<file path="src/rtl/s2p_frame_ctrl_if.sv">
// Bit-stream input and symbol-stream output of the serial-to-parallel frame controller.
// The master side feeds bits and consumes symbols; the slave side is the controller.
interface s2p_frame_ctrl_if #(
  parameter int WIDTH = 2
);
  logic             in_valid_sig;
  logic             in_ready_sig;
  logic             serial_sig;
  logic             out_valid_sig;
  logic             out_ready_sig;
  logic [WIDTH-1:0] parallel_sig;
  logic             sof_sig;
  logic             eof_sig;

  modport master (
    output in_valid_sig, serial_sig, out_ready_sig,
    input  in_ready_sig, out_valid_sig, parallel_sig, sof_sig, eof_sig
  );

  modport slave (
    input  in_valid_sig, serial_sig, out_ready_sig,
    output in_ready_sig, out_valid_sig, parallel_sig, sof_sig, eof_sig
  );
endinterface

</file>
<file path="src/rtl/s2p_frame_ctrl.sv">
// Groups a handshaked serial bit stream into WIDTH-bit symbols (first bit = MSB) and
// emits FRAME_LEN symbols per frame with sof/eof flags, abort and a done pulse.
module s2p_frame_ctrl #(
  parameter int WIDTH     = 2,
  parameter int FRAME_LEN = 16,
  parameter int CW        = (FRAME_LEN > 1) ? $clog2(FRAME_LEN) : 1
) (
  input  logic                  clk_sig,
  input  logic                  reset_sig,
  input  logic                  start_sig,
  input  logic                  abort_sig,
  s2p_frame_ctrl_if.slave       bus,
  output logic                  busy_sig,
  output logic                  done_sig,
  output logic [CW-1:0]         sym_count_sig
);
  localparam int BW = $clog2(WIDTH);
  localparam logic [BW-1:0] LAST_BIT = BW'(WIDTH - 1);
  localparam logic [CW-1:0] LAST_SYM = CW'(FRAME_LEN - 1);

  typedef enum logic [1:0] {
    IDLE    = 2'd0,
    COLLECT = 2'd1,
    OUTPUT  = 2'd2
  } state_t;

  state_t           state_q, state_d;
  logic [WIDTH-1:0] shreg_q, shreg_d;
  logic [WIDTH-1:0] par_q, par_d;
  logic [BW-1:0]    bit_cnt_q, bit_cnt_d;
  logic [CW-1:0]    sym_q, sym_d;
  logic             done_q, done_d;
  logic [WIDTH-1:0] shifted;

  always_ff @(posedge clk_sig) begin
    if (!reset_sig) begin
      state_q   <= IDLE;
      shreg_q   <= '0;
      par_q     <= '0;
      bit_cnt_q <= '0;
      sym_q     <= '0;
      done_q    <= 1'b0;
    end else begin
      state_q   <= state_d;
      shreg_q   <= shreg_d;
      par_q     <= par_d;
      bit_cnt_q <= bit_cnt_d;
      sym_q     <= sym_d;
      done_q    <= done_d;
    end
  end

  always_comb begin
    state_d   = state_q;
    shreg_d   = shreg_q;
    par_d     = par_q;
    bit_cnt_d = bit_cnt_q;
    sym_d     = sym_q;
    done_d    = 1'b0;
    shifted   = {shreg_q[WIDTH-2:0], bus.serial_sig};

    // Abort beats every other event, including the final output handshake.
    if (abort_sig) begin
      state_d   = IDLE;
      shreg_d   = '0;
      par_d     = '0;
      bit_cnt_d = '0;
      sym_d     = '0;
    end else begin
      case (state_q)
        IDLE: begin
          if (start_sig) begin
            state_d   = COLLECT;
            shreg_d   = '0;
            bit_cnt_d = '0;
            sym_d     = '0;
          end
        end
        COLLECT: begin
          if (bus.in_valid_sig) begin
            shreg_d = shifted;
            if (bit_cnt_q == LAST_BIT) begin
              par_d     = shifted;
              bit_cnt_d = '0;
              state_d   = OUTPUT;
            end else begin
              bit_cnt_d = bit_cnt_q + BW'(1);
            end
          end
        end
        OUTPUT: begin
          if (bus.out_ready_sig) begin
            if (sym_q == LAST_SYM) begin
              state_d = IDLE;
              sym_d   = '0;
              done_d  = 1'b1;
            end else begin
              state_d = COLLECT;
              sym_d   = sym_q + CW'(1);
            end
          end
        end
        default: state_d = IDLE;
      endcase
    end
  end

  // Every output is decoded from registered state only.
  assign bus.in_ready_sig  = (state_q == COLLECT);
  assign bus.out_valid_sig = (state_q == OUTPUT);
  assign bus.parallel_sig  = par_q;
  assign bus.sof_sig       = (state_q == OUTPUT) && (sym_q == '0);
  assign bus.eof_sig       = (state_q == OUTPUT) && (sym_q == LAST_SYM);
  assign busy_sig          = (state_q != IDLE);
  assign done_sig          = done_q;
  assign sym_count_sig     = sym_q;
endmodule

</file>
<file path="src/flat_wrapper.sv">
// flat-port wrapper written by rule: the top's interface ports become plain ports
module s2p_frame_ctrl_flat 
#(
  parameter int WIDTH     = 2,
  parameter int FRAME_LEN = 16,
  parameter int CW        = (FRAME_LEN > 1) ? $clog2(FRAME_LEN) : 1
)
  (clk_sig, reset_sig, start_sig, abort_sig, busy_sig, done_sig, sym_count_sig, bus_in_valid_sig, bus_serial_sig, bus_out_ready_sig, bus_in_ready_sig, bus_out_valid_sig, bus_parallel_sig, bus_sof_sig, bus_eof_sig);
  s2p_frame_ctrl_if #(.WIDTH(WIDTH)) bus_i ();
  input  logic clk_sig;
  input  logic reset_sig;
  input  logic start_sig;
  input  logic abort_sig;
  output logic busy_sig;
  output logic done_sig;
  output logic [CW-1:0] sym_count_sig;
  input wire logic [$bits(bus_i.in_valid_sig)-1:0] bus_in_valid_sig;
  input wire logic [$bits(bus_i.serial_sig)-1:0] bus_serial_sig;
  input wire logic [$bits(bus_i.out_ready_sig)-1:0] bus_out_ready_sig;
  output wire logic [$bits(bus_i.in_ready_sig)-1:0] bus_in_ready_sig;
  output wire logic [$bits(bus_i.out_valid_sig)-1:0] bus_out_valid_sig;
  output wire logic [$bits(bus_i.parallel_sig)-1:0] bus_parallel_sig;
  output wire logic [$bits(bus_i.sof_sig)-1:0] bus_sof_sig;
  output wire logic [$bits(bus_i.eof_sig)-1:0] bus_eof_sig;
  assign bus_i.in_valid_sig = bus_in_valid_sig;
  assign bus_i.serial_sig = bus_serial_sig;
  assign bus_i.out_ready_sig = bus_out_ready_sig;
  assign bus_in_ready_sig = bus_i.in_ready_sig;
  assign bus_out_valid_sig = bus_i.out_valid_sig;
  assign bus_parallel_sig = bus_i.parallel_sig;
  assign bus_sof_sig = bus_i.sof_sig;
  assign bus_eof_sig = bus_i.eof_sig;
  s2p_frame_ctrl #(.WIDTH(WIDTH), .FRAME_LEN(FRAME_LEN), .CW(CW)) u_core (.clk_sig(clk_sig), .reset_sig(reset_sig), .start_sig(start_sig), .abort_sig(abort_sig), .bus(bus_i), .busy_sig(busy_sig), .done_sig(done_sig), .sym_count_sig(sym_count_sig));
endmodule
</file>
<file path="config.mk">
export PLATFORM = sky130hd
export DESIGN_NAME = s2p_frame_ctrl_flat
export DESIGN_NICKNAME = d
export VERILOG_FILES = /design/src/rtl/s2p_frame_ctrl_if.sv /design/src/rtl/s2p_frame_ctrl.sv /design/src/flat_wrapper.sv
export SDC_FILE = /design/constraint.sdc
export NUM_CORES = 1
export LEC_CHECK = 0
export CORE_UTILIZATION = 38
export DETAILED_ROUTE_END_ITERATION = 6
export PLACE_DENSITY = 0.68
export RECOVER_POWER = 50
export SYNTH_ARGS = -nofsm -noshare
export SYNTH_HDL_FRONTEND = slang
export SYNTH_SLANG_ARGS = --single-unit
</file>
<file path="constraint.sdc">
create_clock -name clk_sig -period 1.44 [get_ports clk_sig]
set_input_delay 0.216 -clock clk_sig [delete_from_list [all_inputs] [get_ports clk_sig]]
set_output_delay 0.216 -clock clk_sig [all_outputs]
set_load 0.02 [all_outputs]
</file>
==> results.yml <==
drt:
  wl_mm: 1.39
  drc: 0
  drt_iter0_markers: 14
  firstDrtPassIters: 4
  wl_per_cell_um: 11.9
  vias: 578
  vias_per_cell: 4.94
  antenna_left: 0
worst_setup_path:
  worstSetupPathType: "flip-flop to flip-flop"
  reg2reg_slack_ns: -0.05
  rr_endpoint: "u_core.sym_count_sig[3]"
  cp_slowest_stage_delay_ns: 0.47
  critPathSlowestCell: "or4_1"
  cp.required_ns: 1.63
  cp_max_fo: 5
  startpoint_type: "flip-flop"
  r2r_cells: 5
  path_cells: "buf_6 > mux2i_2 > or2_4 > or4_1 > a31oi_1"
  crit_arrival_ns: 1.68
  r2r-start: "u_core.state_q[1]"
  end_kind: "flip-flop"
synth:
  synth_ff_type: "dfxtp_1"
  ys_top_cells_by_area: "dfxtp_1 40%, mux2i_1 7.4%, nand3_1 6.4%"
  synth_edf_count: 0
  synth-compound-area-share: 0.124
  ys_seq_elements: 11
  synth_top_area_frac: 0.405
  yosys_warnings: 0
  syn_nets: 76
  synth_mux_area_frac: 0.0736
  synthAdderAreaFrac: 0.0460
  seq_area_frac_synth: 0.405
  yosysMostFrequentCell: "dfxtp_1"
  synth-simple-area-share: 0.297
  async_reset_ff_frac: 0
  synth_xor_area_frac: 0
  syn_avg_cell_area_um2: 8.12
  synth_top_family_by_area: "simple AND/OR/NAND/NOR gates"
  synthCells: 67
  syn_area_um2: 544
  synth.largest_area_cell: "dfxtp_1"
  synth_common_cells: "11 x dfxtp_1, 9 x nor2_1, 7 x nand3_1"
  synth_cell_types: 25
sta:
  rsz0062_at_grt: "true"
  final-setup-viol-count: 1
  final.setup.worst_slack_ns: -0.0475
  worstMarginPinSlew_ns: 0.448
  skew_ns: 0.00495
  finalCritPeriodShare: 1.03
  hold_viol: 0
  slew_viol_final: 0
  finalCriticalPeriod_ns: 1.49
  max_freq_mhz: 672
  max_slew_margin: 0.702
clocking:
  path_clk_slew_ns: 0.08
  clock_latency_ns: 0.26
  hold_buffers: 0
  cts_tree: "done"
  root_buffer: "clkbuf_4"
  cts.sinks: 11
  cts_buffers: 3
  htreeDepth: 1
  clockBufferDepth: 2
die:
  die_y_um: 39.8
  start_util: 0.413
  rows: 13
  io-pin-count: 19
  die_w_um: 39.8
  coreArea_mm2: 0.00132
  dieArea_mm2: 0.00159
worst_hold_path:
  whs_endpoint: "u_core.sym_count_sig[1]"
  min_path_type: "flip-flop to flip-flop"
  whs_path_depth: 2
  min-delay-start: "u_core.sym_count_sig[1]"
final_layout:
  antenna_cells: 0
  layout.nets: 112
  area_growth_pct: 67.8
  fill_cells: 111
  drive_gt1_frac: 0.363
  stdcell_area_um2: 913
pwr:
  combPwrFrac: 0.117
  pwr-share-clk: 0.360
  powerDensity_mw_per_mm2: 642
  p_sw_mw: 0.137
  irDropWorstVdd_mv: 0.966
  power_frac_seq: 0.523
  p_leak_nw: 0.444
  sw_frac_of_total: 0.233
  cellInternalPower_mw: 0.450
placement:
  placed_area_um2: 832
  routabilityCongestion: 0.841
  place_ws_ns: -0.303
  hpwl_mm: 1.05
  io_buffers: 18
global_routing:
  antenna_found_initial: 0
  use_met2: 0.307
  gr-total-overflow: 0
  grt_pass1_vias: 501
  grtUsageMet3: 0.0511
  track_usage: 0.192
  grt_pass1_wl_mm: 1.98
  use_met1: 0.239
  grt_max_degree: 12
  grt_busiest_layer: "met2"
run_status:
  failed_checks: "negative setup slack"
  status: "finished, violations left"
flow_run:
  drv_cap: 0
cell type report:
| cell class | instances | area, µm² | share of cell area |
|---|---|---|---|
| clock buffer | 4 | 26.3 | 0.0288 |
| inverter | 6 | 22.5 | 0.0247 |
| multi-input combinational | 48 | 342 | 0.374 |
| sequential | 11 | 224 | 0.245 |
| tap | 15 | 18.8 | 0.0205 |
| timing repair buffer | 33 | 280 | 0.307 |
flip-flops by register name, summed over array words and instances (netlist names):
name,cells
u_core.bus.parallel_sig,2
u_core.sym_count_sig,4
u_core.bit_cnt_q,1
u_core.state_q,2
u_core.done_sig,1
u_core.shreg_q,1
metrics by stage:
step / cells / hold WS (ns) / utilization / total power [mW] / setup TNS [ns]
2_1_floorplan: 67 / 0.356 / - / 0.344 / 0
3_3_place_gp: 110 / 0.480 / 0.632 / 0.379 / -0.932
3_5_place_dp: 110 / 0.487 / 0.632 / 0.380 / -1.01
4_1_cts: 115 / 0.500 / 0.650 / 0.585 / -0.113
5_1_grt: 117 / 0.510 / 0.693 / 0.625 / -0.173
6_report: 117 / 0.497 / 0.693 / 0.587 / -0.0475
power groups by stage:
stage	Combinational, mW	Clock, mW	Sequential [mW]
2_1_floorplan	0.0286	0	0.315
5_1_grt	0.0761	0.241	0.307
6_report	0.0687	0.211	0.307
4_1_cts	0.0644	0.214	0.307
3_5_place_dp	0.0663	0	0.314
3_3_place_gp	0.0653	0	0.314
routing by layer:
metal  part of all wire  up-vias
met5                  0        -
met4              0.014        0
met3              0.040        2
met2               0.48       13
met1               0.46      265
li1                   -      298
cells in the final DEF, fill, tap and decap left out, types with 4 or more instances in the layout:
| cell | n |
|---|---|
| buf_4 | 15 |
| nor2_1 | 8 |
| dfxtp_1 | 8 |
| nand3_1 | 7 |
| clkdlybuf4s50_1 | 7 |
| inv_1 | 5 |
| nand2_1 | 4 |
| a21oi_1 | 4 |
| dlygate4sd2_1 | 4 |
worst max-delay path: cells and delay by family, from the launching register on:
kind,cells,cell delay [ns]
AOI/OAI and AO/OA,1,0.13
buffers and inverters,1,0.12
DFF,1,0.32
muxes,1,0.15
and+or+nand+nor,2,0.70
kinds of logic (layout without fill, tap and decap cells):
logic type      count (synthesis)  in the layout
compound gates                 11             11
flops                          11             11
buf+inv                         8             43
mux                             4              4
simple gates                   31             31
fa+ha+maj                       2              2
what timing repair did:
item,CTS,global route
gates resized for setup,29,14
pin swaps,1,2
setup endpoints to repair,10,6
setup buffers,1,2
worst max-delay path by stage:
stage	start	endpoint	slack [ns]
after floorplan	u_core.sym_count_sig[1]	u_core.state_q[0]	0.05
after global placement	bus_out_ready_sig	u_core.sym_count_sig[3]	-0.26
after detailed placement	bus_out_ready_sig	u_core.sym_count_sig[3]	-0.30
after CTS	u_core.state_q[1]	u_core.sym_count_sig[3]	-0.06
after global routing	u_core.state_q[1]	u_core.sym_count_sig[3]	-0.09
final	u_core.state_q[1]	u_core.sym_count_sig[3]	-0.05
No activity file was read; power rests on OpenSTA's default activity.
